## src/rtl/slow_counter_pkg.sv

```systemverilog
// Shared constants for the slow event counter.
package slow_counter_pkg;

  // Tick source select encoding.
  localparam logic SRC_EXT = 1'b0;
  localparam logic SRC_INT = 1'b1;

  // Count direction encoding.
  localparam logic DIR_DN  = 1'b0;
  localparam logic DIR_UP  = 1'b1;

endpackage

```

## src/rtl/slow_tick_gen.sv

```systemverilog
// Tick generator: synchronised rising-edge detect on 'slow' or an internal prescaler.
module slow_tick_gen
  import slow_counter_pkg::*;
#(
  parameter int unsigned DIV_WIDTH = 8,
  parameter int unsigned SYNC_STG  = 2
) (
  input  logic                 clk,
  input  logic                 rst,
  input  logic                 slow,
  input  logic                 src_sel,
  input  logic [DIV_WIDTH-1:0] div,
  input  logic                 en,
  input  logic                 clr_i,
  output logic                 tick_o
);

  logic [SYNC_STG-1:0]  sync_q, sync_d;
  logic                 edge_q, edge_d;
  logic [DIV_WIDTH-1:0] pre_q, pre_d;
  logic                 sync_out;
  logic                 ext_tick;
  logic                 int_tick;

  assign sync_out = sync_q[SYNC_STG-1];
  assign ext_tick = sync_out & ~edge_q;
  // '>=' lets a prescaler stranded above a freshly lowered div tick at once.
  assign int_tick = (pre_q >= div);
  assign tick_o   = (src_sel == SRC_EXT) ? ext_tick : int_tick;

  // Next-state for sync chain, edge register and prescaler.
  always_comb begin
    sync_d = {sync_q[SYNC_STG-2:0], slow};
    edge_d = sync_out;
    pre_d  = pre_q;
    if (clr_i) begin
      pre_d = '0;
    end else if (en && (src_sel == SRC_INT)) begin
      pre_d = int_tick ? '0 : pre_q + 1'b1;
    end
  end

  // Sync chain and edge register reset high so a 'slow' already high gives no tick.
  always_ff @(posedge clk or posedge rst) begin
    if (rst) begin
      sync_q <= '1;
      edge_q <= 1'b1;
      pre_q  <= '0;
    end else begin
      sync_q <= sync_d;
      edge_q <= edge_d;
      pre_q  <= pre_d;
    end
  end

endmodule

```

## src/rtl/slow_counter_gen.sv

```systemverilog
// Modulo up/down counter of slow events with synchronous load and wrap pulse.
module slow_counter_gen
  import slow_counter_pkg::*;
#(
  parameter int unsigned WIDTH     = 4,
  parameter int unsigned DIV_WIDTH = 8,
  parameter int unsigned SYNC_STG  = 2
) (
  input  logic                 clk,
  input  logic                 rst,
  input  logic                 slow,
  input  logic                 src_sel,
  input  logic [DIV_WIDTH-1:0] div,
  input  logic                 en,
  input  logic                 up_dn,
  input  logic [WIDTH-1:0]     mod_max,
  input  logic                 load,
  input  logic [WIDTH-1:0]     load_val,
  output logic [WIDTH-1:0]     q,
  output logic                 wrap,
  output logic                 tick_o
);

  logic             tick;
  logic [WIDTH-1:0] q_q, q_d;
  logic             wrap_q, wrap_d;
  logic             tick_o_q, tick_o_d;

  slow_tick_gen #(
    .DIV_WIDTH (DIV_WIDTH),
    .SYNC_STG  (SYNC_STG)
  ) u_tick_gen (
    .clk     (clk),
    .rst     (rst),
    .slow    (slow),
    .src_sel (src_sel),
    .div     (div),
    .en      (en),
    .clr_i   (load),
    .tick_o  (tick)
  );

  // Next count: load beats a tick, a tick beats hold.
  always_comb begin
    q_d      = q_q;
    wrap_d   = 1'b0;
    tick_o_d = tick & en;
    if (load) begin
      q_d = (load_val < mod_max) ? load_val : mod_max;
    end else if (en && tick) begin
      if (up_dn == DIR_UP) begin
        if (q_q >= mod_max) begin
          q_d    = '0;
          wrap_d = 1'b1;
        end else begin
          q_d = q_q + 1'b1;
        end
      end else if (up_dn == DIR_DN) begin
        if (q_q == '0) begin
          q_d    = mod_max;
          wrap_d = 1'b1;
        end else if (q_q > mod_max) begin
          // Out of range after mod_max was lowered: clamp without wrapping.
          q_d = mod_max;
        end else begin
          q_d = q_q - 1'b1;
        end
      end
    end
  end

  // Counter, wrap and tick copy registers.
  always_ff @(posedge clk or posedge rst) begin
    if (rst) begin
      q_q      <= '0;
      wrap_q   <= 1'b0;
      tick_o_q <= 1'b0;
    end else begin
      q_q      <= q_d;
      wrap_q   <= wrap_d;
      tick_o_q <= tick_o_d;
    end
  end

  assign q      = q_q;
  assign wrap   = wrap_q;
  assign tick_o = tick_o_q;

endmodule

```

## config.mk

```make
export PLATFORM = sky130hd
export DESIGN_NAME = slow_counter_gen
export DESIGN_NICKNAME = d
export VERILOG_FILES = /design/src/rtl/slow_counter_pkg.sv /design/src/rtl/slow_tick_gen.sv /design/src/rtl/slow_counter_gen.sv
export SDC_FILE = /design/constraint.sdc
export NUM_CORES = 1
export LEC_CHECK = 0
export CAP_MARGIN = 10
export CORE_ASPECT_RATIO = 0.6
export CORE_MARGIN = 4
export CORE_UTILIZATION = 52
export CTS_CLUSTER_DIAMETER = 40
export DETAILED_ROUTE_END_ITERATION = 10
export PLACE_DENSITY = 0.83
export SYNTH_ARGS = -nofsm -noshare
export SYNTH_HDL_FRONTEND = slang
export SYNTH_HIERARCHICAL = 1
export SYNTH_SLANG_ARGS = --single-unit
```

## constraint.sdc

```tcl
create_clock -name clk -period 3 [get_ports clk]
set_clock_uncertainty 0.15 [all_clocks]
set_input_delay 0.6 -clock clk [delete_from_list [all_inputs] [get_ports clk]]
set_output_delay 0.6 -clock clk [all_outputs]
set_load 0.02 [all_outputs]
```

After elaboration in Yosys (flattened, before gate mapping)

Index checks and enable logic that the tools add are counted.

Flip-flop bits (word level): 17

Add/sub/neg operators: 3
Magnitude comparators: 4
Multiplexer cells: 16
Bitwise gates (word level): 3
Reduce and logical (&&, ||, !) cells: 5

Operators with widths:

| operator            | count |
|---|---|
| $mux 4              | 7 |
| $mux 8              | 3 |
| $add 8x1->8 const B | 1 |
| $ge 8x8->1          | 1 |
| $mux 1              | 6 |
| $add 4x1->4 const B | 1 |
| $ge 4x4->1          | 1 |
| $gt 4x4->1          | 1 |
| $logic_not 4->1     | 1 |
| $lt 4x4->1          | 1 |
| $reduce_bool 2->1   | 2 |
| $sub 4x1->4 const B | 1 |
| $and 1x1->1         | 2 |
| $logic_and 1x1->1   | 2 |
| $not 1->1           | 1 |

Logic depth before layout (Yosys ltp)

Gate-level depths: netlist (run 1).

Depth after elaboration: 6
Gate-level depth with buffers: 13
Mapped depth without buffers: 12

By module

Netlist (run 1), hierarchy kept.

By module, submodules not included:

| module           | instances | cells each | area each (um2) |
|---|---|---|---|
| slow_tick_gen    | 1         | 83         | 763.2 |
| slow_counter_gen | 1         | 83         | 709.4 |

Least setup slack after synthesis (run 1)

OpenSTA, ideal clock, no wires.

Path type: input to register
Start: in div[2]
End: reg q_q[2] (netlist: q[2])
Library setup time: 0.090 ns
Data arrival time: 2.299 ns
Required time: 2.760 ns
Setup slack: 0.461 ns
Stages: 13
Buffers on the path: 1
Cell sequence: inv_1 -> ha_1 -> o21ai_1 -> a211o_1 -> o21ai_2 -> nand2_1 -> o21ai_0 -> and2_1 -> clkbuf_1 -> nand2_1 -> a211oi_1 -> o221ai_1 -> o2111ai_1

Cells in the longest elaborated chain, start to end: 4

RTL lines:

| what                        | line                   | source |
|---|---|---|
| start: declaration          | slow_counter_gen.sv:13 | `input logic [DIV_WIDTH-1:0] div,` |
| $ge 8x8->1                  | slow_tick_gen.sv:28    | `assign int_tick = (pre_q >= div);` |
| $mux 1                      | slow_tick_gen.sv:29    | `assign tick_o = (src_sel == SRC_EXT) ? ext_tick : int_tick;` |
| net tick                    | slow_counter_gen.sv:24 | `logic tick;` |
| $logic_and 1x1->1           | slow_counter_gen.sv:50 | `end else if (en && tick) begin` |
| $reduce_bool 2->1 (no line) | -                      |  |
| end signal: assignment      | slow_counter_gen.sv:79 | `q_q <= q_d;` |
| end: declaration            | slow_counter_gen.sv:25 | `logic [WIDTH-1:0] q_q, q_d;` |

The timed path passes the listed nets, and every way through them passes these cells.
A chain may end at the register's enable or synchronous reset.

Worst setup path after layout (run 1)

Same ends and word-level chain as after synthesis.

==> results of run 1 <==
## kinds of logic (layout without fill, tap and decap cells)
family                     count (synthesis)  after routing  share of synthesized area [%]
buffers and inverters                     22             57                          5.608
AOI/OAI and AO/OA                         40             40                          22.35
DFF                                       17             17                          29.14
muxes                                      7              7                          5.267
and+or+nand+nor                           58             58                          19.97
adders and majority gates                 18             18                          15.29
xor gates and xnor gates                   4              4                          2.379
## cells in the final DEF, fill, tap and decap left out, types with 2 or more instances in the layout
| cell type | synthesis | routed |
|---|---|---|
| nor2_1 | 10 | 10 |
| mux2_2 | 2 | 2 |
| a31oi_1 | 2 | 2 |
| nand2_2 | 2 | 2 |
| dfrtp_1 | 14 | 14 |
| ha_1 | 18 | 18 |
| buf_4 | 0 | 6 |
| mux2i_1 | 4 | 4 |
| clkdlybuf4s50_1 | 0 | 28 |
| a22o_1 | 3 | 3 |
| a21oi_1 | 6 | 6 |
| o21ai_1 | 2 | 2 |
| dfstp_2 | 3 | 3 |
| a21o_1 | 3 | 3 |
| xnor2_1 | 2 | 2 |
| nand3_1 | 5 | 5 |
| nor3_1 | 4 | 4 |
| clkbuf_8 | 0 | 3 |
| nand2_1 | 21 | 21 |
| o211ai_1 | 2 | 2 |
| nor2b_1 | 2 | 2 |
| inv_1 | 19 | 19 |
| nand2b_1 | 3 | 3 |
| o21ai_0 | 4 | 4 |
| xor2_1 | 2 | 2 |
## stage by stage
stage / hold slack [ns] / setup slack (ns) / total power, mW
after global placement: 0.1958 / 0.003917 / 0.5476
final: 0.2089 / 0.1787 / 0.7292
after floorplan: 0.1952 / 0.4610 / 0.4506
after CTS: 0.2109 / 0.1536 / 0.7278
after detailed placement: 0.2010 / -0.09216 / 0.5576
after global routing: 0.2167 / 0.01951 / 0.7676
## critical path, cell delays in order
cell             delay (ns)
clkdlybuf4s50_1        0.45
inv_1                  0.04
ha_1                   0.27
o21ai_1                0.05
a211o_1                0.32
o21ai_2                0.16
nand2_1                0.06
o21ai_0                0.06
and2_2                 0.22
nand2_1                0.13
a211oi_1               0.19
o221ai_1               0.16
o2111ai_1              0.11
## flip-flops by register name (all words and copies together), names as in the netlist
| signal | flops |
|---|---|
| u_tick_gen/edge_q | 1 |
| tick_o | 1 |
| u_tick_gen/pre_q | 8 |
| u_tick_gen/sync_q | 2 |
| q | 4 |
| wrap | 1 |
## layer usage
metal	wire (µm)	global-route usage, %	up-vias
li1	-	-	660
met5	0	0	-
met3	328	7.011	6
met1	1867	30.08	623
met2	1702	31.79	61
met4	46	3.916	0
## how the worst max path moves through the flow
stage,depth (start not counted),from,end,slack (ns)
floorplan,13,div[2],q[2],0.46
global placement,13,div[2],q[2],0.004
detailed placement,13,div[2],q[2],-0.09
CTS,13,div[2],q[2],0.15
global route,13,div[5],q[2],0.02
finish,13,div[2],q[2],0.18
## power groups by stage
stage	Sequential, mW	Clock [mW]	Combinational, mW
final	0.273	0.171	0.285
after global routing	0.275	0.183	0.310
after CTS	0.272	0.173	0.283
after detailed placement	0.275	0	0.282
after global placement	0.276	0	0.272
after floorplan	0.281	0	0.170
## final cells by class
cell class,count,area [µm²],share of cell area [%]
Clock buffer,3,41.29,2.203
Tap cell,32,40.04,2.136
Sequential cell,17,429.2,22.90
Clock inverter,1,5.005,0.2670
Multi-Input combinational cell,127,962.2,51.34
Inverter,19,71.32,3.805
Timing Repair Buffer,34,325.3,17.36
## timing repair
item,4_1_cts,5_1_grt
hold buffers,0,0
resized for setup,0,1
endpoints found under the setup margin,0,1
==> key figures, run 1 <==
Setup path
  – Critical path capture point type: flip-flop
  – R2r setup slk: 0.48 ns
  – Worst reg2reg path endpoint: q[2]
  – Crit path launch type: input pin
  – CP Data Required Time: 3.01 ns
  – Critical register-to-register path startpoint: u_tick_gen/pre_q[0]
  – WP data arrival: 2.83 ns
  – Worst r2r path cells: 12
  – Crit Path Max Fanout: 6
  – Crit Path Category: input pin to flip-flop

Routing
  – Initial DRC Count: 77
  – First-pass detailed-route iteration total: 4
  – Via Count: 1350
  – DRC: 0
  – Post-route ant nets: 0
  – Vias per cell: 5.794
  – Mean routed wirelength per cell: 16.93 µm
  – Routed WL: 3.944 mm

Placed design
  – Port bufs: 28
  – Final GP Congestion: 0.9527
  – # placed instances: 229
  – DP HPWL: 3.221 mm
  – DP Area: 1827 µm²

Synth
  – Synth top cells by count: 21 x nand2_1, 19 x inv_1, 18 x ha_1
  – Syn_nets: 207
  – Share of the synthesized area in the top cell type: 23.79%
  – Post-synthesis sequential area ratio: 29.14%
  – Synthesized flop and latch total: 17
  – Synth Warn #: 6
  – Count leader, synth: nand2_1
  – EDFF count, synth: 0
  – Most used DFF post-synth: dfrtp_1
  – Area contributors post-synth: dfrtp_1 24%, ha_1 15%, dfstp_2 5.4%, nand2_1 5.4%, inv_1 4.8%
  – Avg Cell Area, Syn: 8.871 µm²
  – Post-synthesis cell count: 166
  – Syn Std Cell Area: 1473 µm²
  – Asr flop ratio synth: 100.0%
  – Area leader, netlist: dfrtp_1
  – Distinct cells, synth: 53

Clock network
  – Worst-case clock buffer depth: 2
  – Worst-Skew Late Latency: 0.25 ns
  – Clock root buffer: clkbuf_8
  – Post-CTS Setup Bufs: 0
  – Cts bufs inserted: 3
  – Clk slew on worst S/H paths: 0.07 ns
  – Num Clock Sinks: 17
  – H-Tree Depth: 1
  – TritonCTS clock tree: built

Final layout
  – Layout cells sized above 1: 14.93%
  – Final instance area: 1874 µm²
  – Post-Route Utilization: 71.81%
  – Fill count: 201
  – Ant diodes: 0
  – Layout net count: 243
  – Final Non-Filler Cells: 233
  – Area grow syn2layout: 27.27%

STA
  – FMAX: 354.4 MHz
  – RSZ-0062 raised after global routing: no
  – Final Cycle Share: 94.04%
  – Slew headroom: 71.05%
  – Final hold violations: 0
  – Setup TNS: 0 ns
  – Worst Tran Pin Value: 0.4342 ns
  – Count of final setup violators: 0
  – Slew Viols, Final: 0
  – Final min period: 2.821 ns

Job
  – # Max-Cap Violations: 0

Floorplan
  – Die area: 3775 µm²
  – Starting density of the core: 56.42%
  – Site Rows: 14
  – Die height: 49.22 µm
  – Die width: 76.70 µm
  – Core area: 2610 µm²
  – IO Pins: 29

Pwr
  – Clock power share: 23.5%
  – Int Power: 0.4804 mW
  – Net load switching power: 0.2488 mW
  – Seq pwr share: 37.4%
  – Leakage: 0.9013 nW
  – Max VDD drop: 278.9 µV
  – Power share of the combinational group: 39.1%
  – Switching Fraction: 34.12%
  – PD cells: 389.1 nW/µm²

Hold path
  – Hold depth: 0
  – Hold_sp: u_tick_gen/sync_q[0]
  – Hold Path End: u_tick_gen/sync_q[1]
  – Worst hold-check path type: flip-flop to flip-flop

Global routing
  – Gr ovfl total: 0
  – Vias in the first global route: 1350
  – Total track usage: 21.30%
  – Largest net degree at the start of global routing: 15
  – First-pass GRT wire length: 6.334 mm
  – Antenna violations before repair: 0

Run status
  – Outcome: completed
Power figures use the tool's default switching activity.
==> inputs of run 2 (changes only) <==
Settings changed: SLEW_MARGIN set to 20.
==> results of run 2 <==
The final DEF is identical to that of run 1; final timing and power are the same.
